==> src/rtl/core_task_fifo.sv <==
// core_task_fifo: first-word fall-through queue of core IDs.
// Storage is a DEPTH-entry register array addressed by read/write pointers
// that carry an extra wrap bit, so full and empty are told apart without a
// separate occupancy counter.
// Optional feature: define CORE_TASK_FIFO_DUP_FILTER_EN to add a per-core
// pending bitmap that drops enqueues of IDs already waiting in the queue.
module core_task_fifo #(
    parameter  int CORES = 4,
    parameter  int DEPTH = 8,
    localparam int IDW   = $clog2(CORES),
    localparam int CNTW  = $clog2(DEPTH) + 1
) (
    input  logic            clk,
    input  logic            reset,
    input  logic [IDW-1:0]  enq_id,
    input  logic            enq_valid,
    output logic            enq_ready,
    output logic [IDW-1:0]  deq_id,
    output logic            deq_valid,
    input  logic            deq_ready,
    output logic [CNTW-1:0] count,
    output logic            full,
    output logic            empty,
    output logic            dup_drop
);

    // Index width; the pointer MSB above it is the wrap bit.
    localparam int AW = CNTW - 1;

    logic [CNTW-1:0] wptr_q, wptr_d;
    logic [CNTW-1:0] rptr_q, rptr_d;
    logic [IDW-1:0]  mem_q [DEPTH];

    logic enq_fire;
    logic deq_fire;
    logic wr_en;

    // Occupancy flags come straight from registered pointers, so enq_ready
    // never depends on a same-cycle dequeue.
    assign full      = (wptr_q[AW-1:0] == rptr_q[AW-1:0]) && (wptr_q[AW] != rptr_q[AW]);
    assign empty     = (wptr_q == rptr_q);
    assign count     = wptr_q - rptr_q;
    assign enq_ready = !full;
    assign deq_valid = !empty;
    assign deq_id    = mem_q[rptr_q[AW-1:0]];

    assign enq_fire  = enq_valid && enq_ready;
    assign deq_fire  = deq_valid && deq_ready;

`ifdef CORE_TASK_FIFO_DUP_FILTER_EN
    logic [CORES-1:0] pend_q, pend_d;
    logic             dup;
    logic             dup_drop_q;

    // An ID leaving this very cycle is not a duplicate of an arriving one.
    assign dup      = pend_q[enq_id] && !(deq_fire && (deq_id == enq_id));
    assign wr_en    = enq_fire && !dup;
    assign dup_drop = dup_drop_q;

    // Pending bitmap next state: clear on dequeue first, then set on write,
    // so a same-cycle leave/arrive of one ID leaves its bit set.
    always_comb begin
        pend_d = pend_q;
        if (deq_fire) begin
            pend_d[deq_id] = 1'b0;
        end
        if (wr_en) begin
            pend_d[enq_id] = 1'b1;
        end
    end

    // Pending bitmap and one-cycle duplicate-drop pulse.
    always_ff @(posedge clk) begin
        if (reset) begin
            pend_q     <= '0;
            dup_drop_q <= 1'b0;
        end else begin
            pend_q     <= pend_d;
            dup_drop_q <= enq_fire && dup;
        end
    end
`else
    assign wr_en    = enq_fire;
    assign dup_drop = 1'b0;
`endif

    // Pointer next state: advance by one (mod 2*DEPTH) on each handshake.
    always_comb begin
        wptr_d = wptr_q;
        rptr_d = rptr_q;
        if (wr_en) begin
            wptr_d = wptr_q + CNTW'(1);
        end
        if (deq_fire) begin
            rptr_d = rptr_q + CNTW'(1);
        end
    end

    // Pointer registers; reset wins over any concurrent handshake.
    always_ff @(posedge clk) begin
        if (reset) begin
            wptr_q <= '0;
            rptr_q <= '0;
        end else begin
            wptr_q <= wptr_d;
            rptr_q <= rptr_d;
        end
    end

    // Storage array write; contents are deliberately left unreset.
    always_ff @(posedge clk) begin
        if (wr_en) begin
            mem_q[wptr_q[AW-1:0]] <= enq_id;
        end
    end

endmodule
==> config.mk <==
export PLATFORM = sky130hd
export DESIGN_NAME = core_task_fifo
export DESIGN_NICKNAME = d
export VERILOG_FILES = /design/src/rtl/core_task_fifo.sv
export SDC_FILE = /design/constraint.sdc
export NUM_CORES = 1
export LEC_CHECK = 0
export CAP_MARGIN = 10
export CORE_MARGIN = 1
export CORE_UTILIZATION = 40
export DETAILED_ROUTE_END_ITERATION = 7
export MAX_ROUTING_LAYER = met4
export PLACE_DENSITY = 0.64
export SETUP_SLACK_MARGIN = 0.2
export SLEW_MARGIN = 20
export SYNTH_ARGS = -nofsm -noshare
export SYNTH_HDL_FRONTEND = slang
export SYNTH_SLANG_ARGS = --single-unit
==> constraint.sdc <==
create_clock -name clk -period 2.1 [get_ports clk]
set_input_delay 0.525 -clock clk [delete_from_list [all_inputs] [get_ports clk]]
set_output_delay 0.525 -clock clk [all_outputs]
set_load 0.05 [all_outputs]
Word-level counts from Yosys, hierarchy flattened
Memories as Yosys holds them, arrays and structs flattened. A register that Yosys moved wholly into a read port is not among the register bits.
Index checks and enable logic that the tools add are counted.

operators by class
  muxes and demuxes = 4
  reductions and logical operators = 5
  eq/ne operators = 3
  $add $sub $neg = 3

operator list
  kind                 number
  $add 4x1->4 const B  2
  $mux 3               2
  $eq 4x4->1           1
  $sub 4x4->4          1
  $eq 3x3->1           1
  $logic_and 1x1->1    3
  $logic_not 1->1      2
  $mux 1               2
  $ne 1x1->1           1

word-level totals
  word-level logic and storage cells = 18
  RAM bits = 16
  memories = 1
  register bits after elaboration = 8

memory list
  name   words  bits a word  read ports  clocked after Yosys merged registers in  write ports  RTL line  RTL
  mem_q  8      2            1           1                                        1            32        logic [IDW-1:0] mem_q [DEPTH];

Longest topological paths before layout
Gate-level depths: netlist (run 1).

  depth after elaboration = 6
  depth in mapped cells = 6

Worst setup path after synthesis (run 1)
OpenSTA, ideal clock, no wires.

  path type = flip-flop to output port
  start point = register wptr_q[0]
  end point = output port count[2]
  required time = 1.575 ns
  stages on the path, launching flop included = 5
  path slack = -0.344 ns
  path buffers = 0
  data arrival time = 1.919 ns
  cells stage by stage = dfxtp_1 -> inv_1 -> ha_1 -> fa_1 -> xnor2_1

on the way
  cells in the longest elaborated chain, start to end = 1

ends and longest elaborated chain
  element                 RTL line  RTL
  start, declared         30        logic [CNTW-1:0] wptr_q, wptr_d;
  start signal, assigned  105       wptr_q <= wptr_d;
  $sub 4x4->4             42        assign count = wptr_q - rptr_q;
  end, declared           21        output logic [CNTW-1:0] count,

Every way passes these cells.

==> results.yml, run 1 <==
power_and_ir_drop:
  switching_share: 0.362
  pwr-share-clk: 0.125
  powerDensity_nw_per_um2: 919
  seq_power_share: 0.370
  combPwrFrac: 0.504
  ir_drop_uv: 638
  p_int_w: 0.00108
  p_leak_nw: 0.677
  p_sw_w: 0.000613
detailed_routing:
  drc_errors: 2
  drtAntennaViolNets: 0
  num_vias: 877
  totalWireLength_um: 2610
  dr.pass1.iters: 6
  wire_per_inst_um: 16.2
  vias_per_cell: 5.45
  drt_iter0_drc: 12
cts:
  clk_pin_slew_ns: 0.13
  cts_buffers: 3
  ctsHoldBuffers: 0
  cts_buffer_depth: 2
  worstSkewPairLatency_ns: 0.31
  clock_sinks: 27
  clockRootBuffer: "clkbuf_4"
  cts_tree: "built"
  htreeDepth: 1
floorplan:
  coreArea_sq_um: 2850
  dieArea_sq_um: 3320
  die_w_um: 57.7
  die_y_um: 57.7
  start_util: 0.434
  io_pins: 17
  placementRows: 19
sta:
  final_hold_viol_count: 0
  fin_crit_sh: 1.05
  setup_ws_ns: -0.0970
  finalSetupTns_ns: -0.224
  rsz0062_at_grt: "yes"
  slew_viol_final: 0
  final.min_clock_period_ns: 2.20
  skew_ns: 0.00211
  fmaxAchievable_ghz: 0.455
  final-setup-viol-count: 5
synthesis:
  synth-seq-cells: 27
  synth_cell_types: 28
  synth_area_sq_um: 1240
  synth-seq-area-share: 0.566
  synth-main-ff-cell: "edfxtp_1"
  synthArstFlopShare: 0
  syn-num-nets: 114
  synth-edff-count: 16
  synth.avg_cell_area_sq_um: 12.1
  syn_inst: 102
  yosysWarnings: 0
global_routing:
  grt_pass1_vias: 896
  grt_pass1_wl_um: 4170
  grt_usage: 0.179
  grt_start_max_net_pins: 15
  antenna_found_initial: 0
  grt_remaining_overflow: 0
layout:
  drive_gt1_frac: 0.485
  multi_input_area_sq_um: 674
  fin_cells: 161
  syn_to_final_growth_pct: 48.8
  fin_nets: 143
  fillCellCount: 229
  regArea_sq_um: 716
  fin_area_sq_um: 1840
  diodes: 0
placed_design:
  dp_cells: 149
  gp_congestion: 0.855
  portBuffers: 15
  dp_hpwl_um: 1770
  dpl_cell_area_sq_um: 1630
critical_path:
  worstPathArrival_ns: 1.67
  cp_max_fo: 4
  worstSetupStartpointType: "flip-flop"
  crit_path_end_kind: "output port"
  critPathKind: "reg -> out"
  required_ns: 1.57
  ff2ff_setup_slack_ns: 0.30
  reg2reg_to: "mem_q[2][0]"
  r2r-start: "wptr_q[1]"
  reg2regPathDepth: 6
  endpoint: "deq_id[0]"
worst_hold_path:
  min_path_type: "reg -> reg"
  min-delay-start: "rptr_q[0]"
flow_run:
  cap_violations: 0
run_status:
  status: "complete, but fails checks"
  violations: "DRC, setup timing"
-- metrics by stage --
| stage | power, W | setup slack (ns) | hold WS (ns) | util |
|---|---|---|---|---|
| 3_5_place_dp | 0.00140 | 0.0915 | 0.589 | 0.571 |
| 3_3_place_gp | 0.00140 | 0.137 | 0.578 | 0.571 |
| 2_1_floorplan | 0.00111 | 0.164 | 0.548 | - |
| 5_1_grt | 0.00177 | -0.155 | 0.643 | 0.646 |
| 6_report | 0.00169 | -0.0970 | 0.595 | 0.646 |
| 4_1_cts | 0.00168 | -0.114 | 0.595 | 0.628 |
-- repair_timing --
item | CTS | global route
setup endpoints to repair | 13 | 17
gates resized for setup | 22 | 8
pin swaps | 8 | 3
setup buffers | 6 | 2
endpoints found under the hold margin | 0 | 0
-- worst max-delay path, stage by stage, from the launching register on --
cell and delay, ns:
dfxtp_4 0.41, mux4_2 0.51, mux2_2 0.29, buf_6 0.15
-- cell families after synthesis --
| kind of cell | count (synthesis) | share of synthesized area |
|---|---|---|
| AO/OA/AOI/OAI | 9 | 0.0455 |
| XOR/XNOR | 10 | 0.0707 |
| adder cells (fa/ha/maj) | 6 | 0.0667 |
| buffers and inverters | 13 | 0.0444 |
| flip-flops | 27 | 0.566 |
| multiplexers | 7 | 0.0990 |
| other | 1 | 0.00303 |
| AND/OR/NAND/NOR | 29 | 0.105 |
-- cell usage in the layout, fill, tap and decap left out, drive strengths merged --
cell type,synthesis,final
a21o,1,1
a21oi,4,4
and3,1,1
buf,2,23
clkbuf,2,4
clkdlybuf4s50,0,5
clkinvlp,0,2
conb,1,1
dfxtp,11,11
edfxtp,16,16
fa,1,1
ha,5,5
inv,9,7
mux2,2,2
mux2i,1,1
mux4,4,4
nand2,5,5
nand2b,1,1
nand3,3,3
nand4,2,2
nor2,12,12
nor3,4,4
nor4,1,1
o211ai,2,2
o21ai,2,2
xnor2,7,7
xor2,3,3
-- area by class of cell --
| type | count | area share |
|---|---|---|
| Clock buffer | 4 | 0.0143 |
| Inverter | 9 | 0.0224 |
| Multi-Input combinational cell | 62 | 0.366 |
| Sequential cell | 27 | 0.388 |
| Tap cell | 31 | 0.0210 |
| Timing Repair Buffer | 28 | 0.188 |
-- power groups by stage --
stage                     sequential [W]  clock, W  combinational [W]
final                           0.000627  0.000212           0.000854
after floorplan                 0.000625         0           0.000484
after global placement          0.000628         0           0.000769
after global routing            0.000633  0.000245           0.000895
after detailed placement        0.000629         0           0.000774
after CTS                       0.000629  0.000216           0.000832
-- cell usage after synthesis, types with 2 or more instances --
master / count / share of area
o211ai_1: 2 / 0.012
edfxtp_1: 16 / 0.39
ha_1: 5 / 0.051
nor3_1: 4 / 0.016
nor2_1: 12 / 0.036
xnor2_1: 7 / 0.049
nand3_1: 3 / 0.012
dfxtp_1: 11 / 0.18
inv_1: 9 / 0.027
nand2_1: 5 / 0.015
nand4_1: 2 / 0.010
mux2_2: 2 / 0.018
xor2_1: 3 / 0.021
a21oi_1: 4 / 0.016
mux4_2: 4 / 0.073
-- how the worst min path moves through the flow --
stage,end,slack [ns],cells past startpoint
6_report,rptr_q[0],0.59,2
2_1_floorplan,flip-flop,0.55,2
4_1_cts,rptr_q[0],0.60,2
3_3_place_gp,rptr_q[3],0.58,2
3_5_place_dp,rptr_q[3],0.59,2
5_1_grt,rptr_q[0],0.64,2
-- layer usage --
layer	up-vias	global-route usage	routed length, um
met4	0	0.0918	70
met3	7	0.0402	127
met5	-	-	0
li1	415	-	-
met1	431	0.198	985
met2	24	0.302	1420
(Power assumes the default switching activity.)
==> run 2: changes to the inputs <==
--- a/config.mk
+++ b/config.mk
@@ -5,7 +5,6 @@
 export SDC_FILE = /design/constraint.sdc
 export NUM_CORES = 1
 export LEC_CHECK = 0
-export CAP_MARGIN = 10
 export CORE_MARGIN = 1
 export CORE_UTILIZATION = 40
 export DETAILED_ROUTE_END_ITERATION = 7
==> results of run 2 <==
Final layout, timing and power as in run 1 (identical DEF).
==> run 3: changes to the inputs <==
--- a/config.mk
+++ b/config.mk
@@ -6,10 +6,11 @@
 export NUM_CORES = 1
 export LEC_CHECK = 0
 export CORE_MARGIN = 1
-export CORE_UTILIZATION = 40
+export CORE_UTILIZATION = 35
 export DETAILED_ROUTE_END_ITERATION = 7
 export MAX_ROUTING_LAYER = met4
-export PLACE_DENSITY = 0.64
+export PLACE_DENSITY = 0.58
+export RECOVER_POWER = 25
 export SETUP_SLACK_MARGIN = 0.2
 export SLEW_MARGIN = 20
 export SYNTH_ARGS = -nofsm -noshare
==> run 3 against run 2 <==
The flow finishes with violations (setup timing). Flip-flop and latch count is the same. Fmax grew 0.60%. Critical path depth stayed put. Largest cell class unchanged. Count of clock-buffer cells in the layout stayed put. Highest routed layer unchanged.
==> results.yml, run 3 (synthesized netlist as in run 1, its figures left out) <==
run_status:
  status: "complete, but fails checks"
  violations: "setup timing"
detailed_routing:
  totalWireLength_um: 2450
  wire_per_inst_um: 14.1
  drt_iter0_drc: 17
  drtAntennaViolNets: 0
  num_vias: 827
  drc_errors: 0
  vias_per_cell: 4.75
  dr.pass1.iters: 2
critical_path:
  crit_chain: "mux4_2 > mux2_2 > buf_6"
  ff2ff_setup_slack_ns: 0.24
  crit_path_end_kind: "output port"
  max_stage_delay_ns: 0.51
  endpoint: "deq_id[0]"
  slowest_stage: "mux4_2"
  reg2reg_to: "mem_q[3][0]"
  cp_max_fo: 4
  critPathKind: "reg -> out"
  r2r-start: "rptr_q[2]"
  worstSetupStartpointType: "flip-flop"
  path_buf_inv: 1
  required_ns: 1.57
  path_delay_family: "multiplexers"
  worstPathArrival_ns: 1.66
  cp_num_cells: 3
  reg2regPathDepth: 8
layout:
  fin_cells: 174
  fin_nets: 141
  final_cell_mix: "edfxtp_1, nor2_1, buf_4"
  drive_gt1_frac: 0.453
  fin_area_sq_um: 1800
  diodes: 0
  final_core_util: 0.535
  syn_to_final_growth_pct: 45.3
  final_common_cell: "edfxtp_1"
cts:
  clock_sinks: 27
  cts_buffer_depth: 2
  cts_buffers: 3
  worstSkewPairLatency_ns: 0.31
  clk_pin_slew_ns: 0.12
  clockRootBuffer: "clkbuf_4"
  htreeDepth: 1
  cts_tree: "built"
  ctsHoldBuffers: 0
sta:
  final.min_clock_period_ns: 2.18
  fmaxAchievable_ghz: 0.458
  skew_ns: 0.00619
  final_hold_viol_count: 0
  slew_viol_final: 0
  final-setup-viol-count: 5
  fin_crit_sh: 1.04
  setup_ws_ns: -0.0838
  rsz0062_at_grt: "yes"
  finalSetupTns_ns: -0.187
global_routing:
  grt_remaining_overflow: 0
  grt_usage: 0.154
  grt_pass1_vias: 838
  grt_pass1_wl_um: 3910
  grt_start_max_net_pins: 15
  antenna_found_initial: 0
power_and_ir_drop:
  powerDensity_nw_per_um2: 923
  p_leak_nw: 0.648
  ir_drop_uv: 671
  pwr-share-clk: 0.125
  combPwrFrac: 0.498
  seq_power_share: 0.376
  p_int_w: 0.00106
  switching_share: 0.360
  p_sw_w: 0.000598
flow_run:
  cap_violations: 0
placed_design:
  dp_cells: 164
  gp_congestion: 0.721
  portBuffers: 15
  dpl_cell_area_sq_um: 1650
  dp_hpwl_um: 1850
floorplan:
  coreArea_sq_um: 3360
  dieArea_sq_um: 3780
  die_y_um: 61.5
  start_util: 0.368
  die_w_um: 61.5
  io_pins: 17
  placementRows: 21
worst_hold_path:
  min_path_type: "reg -> reg"
==> run 3: worst min-delay path by stage <==
stage	to	from	depth (start not counted)	slack, ns
finish	flip-flop	rptr_q[0]	2	0.63
global route	wptr_q[0]	wptr_q[0]	3	0.65
CTS	wptr_q[0]	wptr_q[0]	3	0.62
detailed placement	wptr_q[3]	wptr_q[3]	2	0.59
global placement	rptr_q[3]	rptr_q[3]	2	0.58
floorplan	flip-flop	rptr_q[0]	2	0.55
==> run 3: layout make-up <==
| cell class | instances | area [sq um] |
|---|---|---|
| flip-flops and latches | 27 | 712 |
| fillers | 305 | 1560 |
| inverters | 9 | 41.3 |
| repair buffers | 26 | 315 |
| multi-input cells | 62 | 647 |
| clock buffers | 4 | 26.3 |
| well taps | 46 | 57.6 |
==> run 3: per-layer routing <==
layer	GRT usage	part of all wire	vias to the layer above	wire length, um
met5	-	0	-	0
met4	0.0571	0.0057	0	14
met3	0.0210	0.029	2	71
met2	0.276	0.55	16	1340
met1	0.173	0.42	401	1030
li1	-	-	408	-
==> run 3: power groups by stage <==
stage / Combinational [W] / Clock (W) / Sequential (W)
after CTS: 0.000834 / 0.000217 / 0.000626
final: 0.000828 / 0.000208 / 0.000626
after global routing: 0.000879 / 0.000235 / 0.000632
after detailed placement: 0.000775 / 0 / 0.000629
after global placement: 0.000772 / 0 / 0.000629
after floorplan: 0.000484 / 0 / 0.000625
==> run 3: through the flow <==
step	setup slack (ns)	power [W]	hold WS (ns)
global route	-0.158	0.00175	0.653
finish	-0.0838	0.00166	0.625
global placement	0.125	0.00140	0.582
CTS	-0.118	0.00168	0.618
detailed placement	0.0910	0.00140	0.589
floorplan	0.164	0.00111	0.548
==> run 3: worst min-delay path, cell delays in order, from the launching register on <==
cell and delay, ns:
dfxtp_2 0.42, xor2_1 0.10, nor2_1 0.08
==> run 3: repair_timing <==
| action | CTS | global route |
|---|---|---|
| endpoints found under the setup margin | 11 | 17 |
| endpoints found under the hold margin | 0 | 0 |
| buffers inserted | 5 | 1 |
| gates resized for setup | 16 | 6 |
| pin swaps | 8 | 3 |
